--- src/rtl/multicycle_ctrl_pw_if.sv ---
// Control bundle between the multicycle controller and its datapath.
// The controller (master) receives the current opcode and the memory
// completion flag and drives every datapath select/strobe, the state code,
// the halted flag and the retired-instruction count. The datapath or a
// bench uses the slave modport.
interface multicycle_ctrl_pw_if #(
  parameter int OP_W    = 6,
  parameter int ALUOP_W = 3,
  parameter int CNT_W   = 16
);
  logic [OP_W-1:0]    op;
  logic               mem_ready;
  logic [ALUOP_W-1:0] alu_op;
  logic [1:0]         pc_source;
  logic [1:0]         alu_src_b;
  logic               alu_src_a;
  logic               beq_bne;
  logic               reg_write;
  logic               ir_write;
  logic               mem_to_reg;
  logic               mem_write;
  logic               mem_read;
  logic               iord;
  logic               pc_write;
  logic               pc_write_cond;
  logic               nbit_branch_select;
  logic [3:0]         state;
  logic               halted;
  logic [CNT_W-1:0]   retired;

  modport master (
    input  op, mem_ready,
    output alu_op, pc_source, alu_src_b, alu_src_a, beq_bne, reg_write,
           ir_write, mem_to_reg, mem_write, mem_read, iord, pc_write,
           pc_write_cond, nbit_branch_select, state, halted, retired
  );

  modport slave (
    output op, mem_ready,
    input  alu_op, pc_source, alu_src_b, alu_src_a, beq_bne, reg_write,
           ir_write, mem_to_reg, mem_write, mem_read, iord, pc_write,
           pc_write_cond, nbit_branch_select, state, halted, retired
  );
endinterface

--- src/rtl/multicycle_ctrl_pw.sv ---
// Multicycle CPU control unit with a retired-instruction counter.
// Ports:
//   clk  - clock
//   rst  - synchronous, active-high reset (state FETCH, counter 0)
//   bus  - multicycle_ctrl_pw_if.master: op/mem_ready in; ALU/PC selects,
//          datapath strobes, state code, halted flag and retired count out.
// All outputs are decoded from the state register and op; only ir_write and
// pc_write in FETCH additionally depend on mem_ready.
module multicycle_ctrl_pw #(
  parameter int              OP_W    = 6,
  parameter int              ALUOP_W = 3,
  parameter int              CNT_W   = 16,
  parameter logic [OP_W-1:0] OP_JUMP = 6'b000001,
  parameter logic [OP_W-1:0] OP_LWI  = 6'b111011,
  parameter logic [OP_W-1:0] OP_SW   = 6'b111100,
  parameter logic [OP_W-1:0] OP_HALT = 6'b000010
) (
  input  logic                   clk,
  input  logic                   rst,
  multicycle_ctrl_pw_if.master   bus
);

  typedef enum logic [3:0] {
    S_FETCH   = 4'd0,
    S_DECODE  = 4'd1,
    S_EXEC_I  = 4'd2,
    S_MEM_RD  = 4'd3,
    S_WB_MEM  = 4'd4,
    S_MEM_WR  = 4'd5,
    S_EXEC_R  = 4'd6,
    S_WB_ALU  = 4'd7,
    S_BR_CMP  = 4'd8,
    S_JUMP    = 4'd9,
    S_BR_PREP = 4'd10,
    S_HALT    = 4'd11
  } state_t;

  localparam logic [ALUOP_W-1:0] ALU_ADD = ALUOP_W'(3'b010);
  localparam logic [ALUOP_W-1:0] ALU_SUB = ALUOP_W'(3'b011);

  state_t           state_q, state_d, out_state;
  logic             retire;
  logic [CNT_W-1:0] retired_q;
  logic [1:0]       op_class;
  logic             is_lwi, is_sw;

  function automatic logic [CNT_W-1:0] sat_inc(input logic [CNT_W-1:0] v);
    return (&v) ? v : v + CNT_W'(1);
  endfunction

  assign op_class = bus.op[OP_W-1 -: 2];
  assign is_lwi   = (bus.op == OP_LWI);
  assign is_sw    = (bus.op == OP_SW);

  always_ff @(posedge clk) begin
    if (rst) begin
      state_q   <= S_FETCH;
      retired_q <= '0;
    end else begin
      state_q <= state_d;
      if (retire) retired_q <= sat_inc(retired_q);
    end
  end

  // Next state. retire marks a completed instruction returning to FETCH;
  // entry into HALT and recovery from an unused code are not retirements.
  always_comb begin
    state_d = state_q;
    retire  = 1'b0;
    case (state_q)
      S_FETCH:   if (bus.mem_ready) state_d = S_DECODE;
      S_DECODE: begin
        case (op_class)
          2'b01:   state_d = S_EXEC_R;
          2'b10:   state_d = S_BR_PREP;
          2'b11:   state_d = S_EXEC_I;
          default: begin
            if (bus.op == OP_JUMP)      state_d = S_JUMP;
            else if (bus.op == OP_HALT) state_d = S_HALT;
            else begin
              state_d = S_FETCH;
              retire  = 1'b1;
            end
          end
        endcase
      end
      S_EXEC_I: begin
        if (is_lwi)     state_d = S_MEM_RD;
        else if (is_sw) state_d = S_MEM_WR;
        else            state_d = S_WB_ALU;
      end
      S_MEM_RD:  if (bus.mem_ready) state_d = S_WB_MEM;
      S_WB_MEM: begin state_d = S_FETCH; retire = 1'b1; end
      S_MEM_WR: begin
        if (bus.mem_ready) begin
          state_d = S_FETCH;
          retire  = 1'b1;
        end
      end
      S_EXEC_R:  state_d = S_WB_ALU;
      S_WB_ALU:  begin state_d = S_FETCH; retire = 1'b1; end
      S_BR_PREP: state_d = S_BR_CMP;
      S_BR_CMP:  begin state_d = S_FETCH; retire = 1'b1; end
      S_JUMP:    begin state_d = S_FETCH; retire = 1'b1; end
      S_HALT:    state_d = S_HALT;
      default:   state_d = S_FETCH;
    endcase
  end

  // While rst is high the outputs present FETCH, so a reset taken in the
  // middle of a memory access drops the access request immediately.
  assign out_state = rst ? S_FETCH : state_q;

  logic [ALUOP_W-1:0] alu_op;
  logic [1:0]         pc_source, alu_src_b;
  logic               alu_src_a, beq_bne, reg_write, ir_write, mem_to_reg;
  logic               mem_write, mem_read, iord, pc_write, pc_write_cond;
  logic               nbit_sel, halted;

  always_comb begin
    alu_op        = '0;
    pc_source     = 2'b00;
    alu_src_b     = 2'b00;
    alu_src_a     = 1'b0;
    beq_bne       = 1'b0;
    reg_write     = 1'b0;
    ir_write      = 1'b0;
    mem_to_reg    = 1'b0;
    mem_write     = 1'b0;
    mem_read      = 1'b0;
    iord          = 1'b0;
    pc_write      = 1'b0;
    pc_write_cond = 1'b0;
    nbit_sel      = 1'b0;
    halted        = 1'b0;
    case (out_state)
      S_FETCH: begin
        mem_read  = 1'b1;
        alu_src_b = 2'b01;
        alu_op    = ALU_ADD;
        ir_write  = bus.mem_ready;
        pc_write  = bus.mem_ready;
      end
      S_DECODE, S_BR_PREP: begin
        alu_src_b = 2'b11;
        alu_op    = ALU_ADD;
        beq_bne   = bus.op[0];
        nbit_sel  = (op_class != 2'b10);
      end
      S_EXEC_I: begin
        alu_src_a = 1'b1;
        alu_op    = (is_lwi || is_sw) ? ALU_ADD : bus.op[ALUOP_W-1:0];
        // Immediate forms selecting the alternate B operand; LWI shares an
        // encoding with them but must use the address offset path.
        if ((bus.op[2:0] == 3'b010 || bus.op[2:0] == 3'b011 ||
             bus.op[2:0] == 3'b111) && !is_lwi)
          alu_src_b = 2'b10;
        else
          alu_src_b = 2'b11;
        nbit_sel = !(is_lwi || is_sw);
      end
      S_MEM_RD: begin
        mem_read = 1'b1;
        iord     = 1'b1;
        nbit_sel = 1'b1;
      end
      S_WB_MEM: begin
        reg_write  = 1'b1;
        mem_to_reg = 1'b1;
        nbit_sel   = 1'b1;
      end
      S_MEM_WR: begin
        mem_write = 1'b1;
        iord      = 1'b1;
        nbit_sel  = 1'b1;
      end
      S_EXEC_R: begin
        alu_src_a = 1'b1;
        alu_op    = bus.op[ALUOP_W-1:0];
        nbit_sel  = 1'b1;
      end
      S_WB_ALU: begin
        reg_write = 1'b1;
        alu_src_b = 2'b11;
        alu_op    = ALU_ADD;
        nbit_sel  = 1'b1;
      end
      S_BR_CMP: begin
        alu_src_a     = 1'b1;
        alu_op        = ALU_SUB;
        pc_source     = 2'b01;
        pc_write_cond = 1'b1;
        beq_bne       = bus.op[0];
      end
      S_JUMP: begin
        pc_source = 2'b10;
        pc_write  = 1'b1;
        nbit_sel  = 1'b1;
      end
      S_HALT:  halted = 1'b1;
      default: ;
    endcase
  end

  assign bus.alu_op             = alu_op;
  assign bus.pc_source          = pc_source;
  assign bus.alu_src_b          = alu_src_b;
  assign bus.alu_src_a          = alu_src_a;
  assign bus.beq_bne            = beq_bne;
  assign bus.reg_write          = reg_write;
  assign bus.ir_write           = ir_write;
  assign bus.mem_to_reg         = mem_to_reg;
  assign bus.mem_write          = mem_write;
  assign bus.mem_read           = mem_read;
  assign bus.iord               = iord;
  assign bus.pc_write           = pc_write;
  assign bus.pc_write_cond      = pc_write_cond;
  assign bus.nbit_branch_select = nbit_sel;
  assign bus.state              = out_state;
  assign bus.halted             = halted;
  assign bus.retired            = retired_q;

endmodule

--- src/flat_wrapper.sv ---
// flat-port wrapper written by rule: the top's interface ports become plain ports
module multicycle_ctrl_pw_flat 
#(
  parameter int              OP_W    = 6,
  parameter int              ALUOP_W = 3,
  parameter int              CNT_W   = 16,
  parameter logic [OP_W-1:0] OP_JUMP = 6'b000001,
  parameter logic [OP_W-1:0] OP_LWI  = 6'b111011,
  parameter logic [OP_W-1:0] OP_SW   = 6'b111100,
  parameter logic [OP_W-1:0] OP_HALT = 6'b000010
)
  (clk, rst, bus_op, bus_mem_ready, bus_alu_op, bus_pc_source, bus_alu_src_b, bus_alu_src_a, bus_beq_bne, bus_reg_write, bus_ir_write, bus_mem_to_reg, bus_mem_write, bus_mem_read, bus_iord, bus_pc_write, bus_pc_write_cond, bus_nbit_branch_select, bus_state, bus_halted, bus_retired);
  multicycle_ctrl_pw_if #(.OP_W(OP_W), .ALUOP_W(ALUOP_W), .CNT_W(CNT_W)) bus_i ();
  input  logic clk;
  input  logic rst;
  input wire logic [$bits(bus_i.op)-1:0] bus_op;
  input wire logic [$bits(bus_i.mem_ready)-1:0] bus_mem_ready;
  output wire logic [$bits(bus_i.alu_op)-1:0] bus_alu_op;
  output wire logic [$bits(bus_i.pc_source)-1:0] bus_pc_source;
  output wire logic [$bits(bus_i.alu_src_b)-1:0] bus_alu_src_b;
  output wire logic [$bits(bus_i.alu_src_a)-1:0] bus_alu_src_a;
  output wire logic [$bits(bus_i.beq_bne)-1:0] bus_beq_bne;
  output wire logic [$bits(bus_i.reg_write)-1:0] bus_reg_write;
  output wire logic [$bits(bus_i.ir_write)-1:0] bus_ir_write;
  output wire logic [$bits(bus_i.mem_to_reg)-1:0] bus_mem_to_reg;
  output wire logic [$bits(bus_i.mem_write)-1:0] bus_mem_write;
  output wire logic [$bits(bus_i.mem_read)-1:0] bus_mem_read;
  output wire logic [$bits(bus_i.iord)-1:0] bus_iord;
  output wire logic [$bits(bus_i.pc_write)-1:0] bus_pc_write;
  output wire logic [$bits(bus_i.pc_write_cond)-1:0] bus_pc_write_cond;
  output wire logic [$bits(bus_i.nbit_branch_select)-1:0] bus_nbit_branch_select;
  output wire logic [$bits(bus_i.state)-1:0] bus_state;
  output wire logic [$bits(bus_i.halted)-1:0] bus_halted;
  output wire logic [$bits(bus_i.retired)-1:0] bus_retired;
  assign bus_i.op = bus_op;
  assign bus_i.mem_ready = bus_mem_ready;
  assign bus_alu_op = bus_i.alu_op;
  assign bus_pc_source = bus_i.pc_source;
  assign bus_alu_src_b = bus_i.alu_src_b;
  assign bus_alu_src_a = bus_i.alu_src_a;
  assign bus_beq_bne = bus_i.beq_bne;
  assign bus_reg_write = bus_i.reg_write;
  assign bus_ir_write = bus_i.ir_write;
  assign bus_mem_to_reg = bus_i.mem_to_reg;
  assign bus_mem_write = bus_i.mem_write;
  assign bus_mem_read = bus_i.mem_read;
  assign bus_iord = bus_i.iord;
  assign bus_pc_write = bus_i.pc_write;
  assign bus_pc_write_cond = bus_i.pc_write_cond;
  assign bus_nbit_branch_select = bus_i.nbit_branch_select;
  assign bus_state = bus_i.state;
  assign bus_halted = bus_i.halted;
  assign bus_retired = bus_i.retired;
  multicycle_ctrl_pw #(.OP_W(OP_W), .ALUOP_W(ALUOP_W), .CNT_W(CNT_W), .OP_JUMP(OP_JUMP), .OP_LWI(OP_LWI), .OP_SW(OP_SW), .OP_HALT(OP_HALT)) u_core (.clk(clk), .rst(rst), .bus(bus_i));
endmodule
--- config.mk ---
export PLATFORM = sky130hd
export DESIGN_NAME = multicycle_ctrl_pw_flat
export DESIGN_NICKNAME = d
export VERILOG_FILES = /design/src/rtl/multicycle_ctrl_pw_if.sv /design/src/rtl/multicycle_ctrl_pw.sv /design/src/flat_wrapper.sv
export SDC_FILE = /design/constraint.sdc
export NUM_CORES = 1
export LEC_CHECK = 0
export ABC_CLOCK_PERIOD_IN_PS = 5100
export CORE_UTILIZATION = 50
export DETAILED_ROUTE_END_ITERATION = 10
export GPL_TIMING_DRIVEN = 0
export PLACE_DENSITY = 0.88
export RECOVER_POWER = 50
export SYNTH_ARGS = -nofsm -noshare
export SYNTH_HDL_FRONTEND = slang
export SYNTH_SLANG_ARGS = --single-unit
export TNS_END_PERCENT = 1
--- constraint.sdc ---
create_clock -name clk -period 5.1 [get_ports clk]
set_input_delay 1.02 -clock clk [delete_from_list [all_inputs] [get_ports clk]]
set_output_delay 1.02 -clock clk [all_outputs]
set_load 0.05 [all_outputs]
==> results.txt <==
----------------------------------------------------
[Clock network]
  Count of clock tree sinks ... 20
  Insertion delay to the later sink of the worst-skew pair ... 0.31 ns
  Clock transition at path regs ... 0.12 ns
  Post-CTS Repair Setup Buffers ... 0
  Post-CTS Hold Buffers ... 0
  Clock buffer count from CTS ... 3
  TritonCTS clock tree ... yes
  Number of H-tree levels ... 1
  Post-cts repair resize count ... 0
  Root Buffer ... sky130_fd_sc_hd__clkbuf_4
  Maximum clock insertion buffer count ... 2

[Yosys]
  Most common flop cell mapped by yosys ... sky130_fd_sc_hd__dfxtp_1
  Warnings from Yosys ... 0
  Share of synthesized cell area in and, or, nand and nor gates ... 0.364
  Number of flops mapped to enable cells by yosys ... 0
  Share of synthesized area spent on multiplexers ... 0.0202
  Yosys reg bits ... 20
  Mapped Cells ... 220
  Synthesized net count ... 230
  Area fraction of the dominant cell type after synthesis ... 0.248
  Syn Area/Cell ... 7.34 um2
  Library cell occupying the most area in the post-synthesis netlist ... sky130_fd_sc_hd__dfxtp_1
  Post-synthesis instance area ... 0.00161 mm2
  Synthesized-area fraction occupied by ao, oa, aoi and oai cells ... 0.278
  Adder-cell share of the synthesized area ... 0.00775
  Post-synthesis xor/xnor area fraction ... 0.0163
  Netlist cell types ... 56
  Synth area leaders ... sky130_fd_sc_hd__dfxtp_1 (25%), sky130_fd_sc_hd__nor2_1 (5.3%), sky130_fd_sc_hd__nor2b_1 (5.0%)
  Portion of the post-synthesis area used by sequential elements ... 0.248
  Combinational family with the most area after synthesis ... simple AND/OR/NAND/NOR gates
  Share of flip-flops with an asynchronous set or reset ... 0

[Pwr]
  Peak supply drop ... 0.000230 V
  Total power per unit cell area ... 320 mW/mm2
  Cell leakage power ... 0.766 nW

[Detailed routing]
  Total routed wirelength ... 4.93 mm
  Count of vias placed by the detailed router ... 1960
  Routed wire per std cell ... 15.7 um
  Residual DRC count ... 0
  Via-to-Cell Ratio ... 6.24
  Number of DRC markers in iteration 0 ... 212
  Pre-antenna DRT Iters ... 6
  Count of antenna-violating nets left after detailed routing ... 0

[STA]
  Tcrit/Tclk final ... 0.942
  Max-slew violation total from the final report ... 0
  Post-layout minimum cycle time ... 4.80 ns
  Setup Viol. Count Final ... 0
  Post-route clock skew ... 0.00256 ns
  Unrepaired setup endpoints after global routing ... false
  Maximum clock rate ... 0.208 GHz
  Accumulated negative setup slack ... 0 ns
  Worst Tran Pin Value ... 0.586 ns
  Max-Slew Margin vs Limit ... 0.606
  Number of endpoints with negative hold slack in the final report ... 0

[Global routing]
  Maximum number of pins on one net before global-route repair ... 12
  Antenna violations before repair ... 0
  GRT Residual Overflow ... 0
  Overall track demand over capacity in global routing ... 0.304
  Wire length of the first global-routing pass ... 8.11 mm
  Via count of the first global-routing pass ... 1718

[Finish]
  Post-layout instance area ... 0.00215 mm2
  Layout cell share with drive strength beyond 1 ... 0.0704
  Multi-input logic area ... 0.00110 mm2
  Layout Area Growth over Synthesis ... 33.4%
  Number of fill cells in the layout ... 276
  Final non-filler cell total ... 314
  FF/Latch Area ... 400 um2
  Net count, final ... 281
  Final cell utilization of the core ... 0.705
  Diodes inserted ... 0

[Placed design]
  RD Place Congestion ... 0.932
  Number of cells in the design after placement ... 310
  IO Port Bufs ... 46
  Total cell area at the placement stage ... 0.00213 mm2
  Final HPWL DP ... 3.61 mm

[Floorplan]
  Starting density of the core ... 0.529
  Height of the die ... 58.8 um
  Die W ... 58.8 um
  Site row count ... 20
  Placeable core region ... 0.00305 mm2
  Die footprint ... 0.00346 mm2
  Ports ... 48

[Run status]
  Result of the run ... finished, final reports clean

[Worst setup path]
  Setup crit start kind ... primary input
  WS Path Type ... in2out
  Worst endpoint data arrival time ... 3.78 ns
  Worst-path maximum fanout ... 10
  Data required time of the critical path ... 4.08 ns
  CP Capture Type ... output port

[Hold path]
  Class of the most critical hold timing path ... reg2reg

[Run]
  Max-cap violations ... 0

----------------------------------------------------
flip-flops by register name, summed over array words and instances, names as in the netlist:
| signal | count |
|---|---|
| u_core.bus.retired | 16 |
| u_core.state_q | 4 |
layout make-up:
cell class	instances	area share
Buffer	15	0.0331
Timing Repair Buffer	46	0.214
Sequential cell	20	0.186
Clock buffer	4	0.0169
Tap cell	44	0.0256
Inverter	7	0.0122
Multi-Input combinational cell	178	0.512
through the flow:
stage          total power, W  setup WS [ns]  hold WS (ns)
2_1_floorplan        0.000480          0.625         0.651
3_3_place_gp         0.000589          0.476         0.481
3_5_place_dp         0.000592          0.454         0.494
4_1_cts              0.000686          0.453         0.511
5_1_grt              0.000725          0.183         0.535
6_report             0.000689          0.298         0.508
worst paths after layout:
check | from | end | slack, ns | depth (start not counted)
max | rst | bus_alu_src_b[1] | 0.30 | 6
min | u_core.bus.retired[15]$_SDFFE_PP0P_ | u_core.bus.retired[15]$_SDFFE_PP0P_ | 0.51 | 2
max reg2reg | u_core.state_q[2]$_SDFFE_PP0P_ | u_core.bus.retired[1]$_SDFFE_PP0P_ | 2.62 | 8
min reg2reg | u_core.bus.retired[15]$_SDFFE_PP0P_ | u_core.bus.retired[15]$_SDFFE_PP0P_ | 0.51 | 2
placed cells by master, fill, tap and decap left out, types with 4 or more instances in the layout:
master / Yosys / layout
sky130_fd_sc_hd__nor3_1: 8 / 8
sky130_fd_sc_hd__a31oi_1: 4 / 4
sky130_fd_sc_hd__clkdlybuf4s50_1: 0 / 28
sky130_fd_sc_hd__nand3_1: 10 / 10
sky130_fd_sc_hd__nor2_1: 23 / 24
sky130_fd_sc_hd__or4_1: 7 / 7
sky130_fd_sc_hd__clkbuf_1: 5 / 9
sky130_fd_sc_hd__nor2b_1: 13 / 13
sky130_fd_sc_hd__inv_1: 6 / 6
sky130_fd_sc_hd__o31ai_1: 8 / 8
sky130_fd_sc_hd__dfxtp_1: 20 / 20
sky130_fd_sc_hd__a21oi_1: 15 / 15
sky130_fd_sc_hd__o21ai_0: 11 / 11
sky130_fd_sc_hd__nor4_1: 5 / 5
sky130_fd_sc_hd__nand2_1: 16 / 16
sky130_fd_sc_hd__nand2b_1: 5 / 5
sky130_fd_sc_hd__dlygate4sd3_1: 0 / 18
per-layer routing:
| metal | vias up | wire [um] | global-route usage |
|---|---|---|---|
| met4 | 0 | 23 | 0.0748 |
| li1 | 929 | - | - |
| met5 | - | 0 | 0 |
| met2 | 121 | 2190 | 0.446 |
| met1 | 906 | 2190 | 0.454 |
| met3 | 4 | 527 | 0.0571 |
cells by family after synthesis:
kind of cell	count (synthesis)
AO/OA/AOI/OAI	63
XOR/XNOR	3
adder cells (fa/ha/maj)	1
buffers and inverters	22
flip-flops	20
multiplexers	3
AND/OR/NAND/NOR	108
report_power, final:
part / switching (W) / internal [W]
Clock: 0.0000535 / 0.0000436
Sequential: 0.0000123 / 0.000166
Combinational: 0.000274 / 0.000140
synthesized netlist by cell type, types with 2 or more instances:
library cell and instances:
sky130_fd_sc_hd__a22o_1 2, sky130_fd_sc_hd__xnor2_1 3, sky130_fd_sc_hd__nand2b_1 5, sky130_fd_sc_hd__buf_6 2
sky130_fd_sc_hd__or2_2 3, sky130_fd_sc_hd__nand2_1 16, sky130_fd_sc_hd__a211oi_1 2, sky130_fd_sc_hd__and4_1 2
sky130_fd_sc_hd__a21o_1 3, sky130_fd_sc_hd__o311ai_0 2, sky130_fd_sc_hd__nor3_1 8, sky130_fd_sc_hd__nor2b_1 13
sky130_fd_sc_hd__a21oi_1 15, sky130_fd_sc_hd__and4b_1 2, sky130_fd_sc_hd__and3_1 2, sky130_fd_sc_hd__nand3_1 10
sky130_fd_sc_hd__o31ai_1 8, sky130_fd_sc_hd__or4_1 7, sky130_fd_sc_hd__o32ai_1 3, sky130_fd_sc_hd__clkbuf_1 5
sky130_fd_sc_hd__o21ai_0 11, sky130_fd_sc_hd__nor2_2 2, sky130_fd_sc_hd__a31oi_1 4, sky130_fd_sc_hd__nor2_1 23
sky130_fd_sc_hd__or3_1 3, sky130_fd_sc_hd__buf_2 4, sky130_fd_sc_hd__inv_1 6, sky130_fd_sc_hd__nor4_1 5
sky130_fd_sc_hd__dfxtp_1 20, sky130_fd_sc_hd__buf_1 3
critical path, cell delays in order:
cell and delay (ns):
sky130_fd_sc_hd__dlygate4sd3_1 0.56, sky130_fd_sc_hd__clkbuf_1 0.44, sky130_fd_sc_hd__clkbuf_1 0.49, sky130_fd_sc_hd__clkbuf_1 0.45, sky130_fd_sc_hd__nor2_1 0.10, sky130_fd_sc_hd__clkdlybuf4s50_1 0.72
No activity file was read; power rests on OpenSTA's default activity.
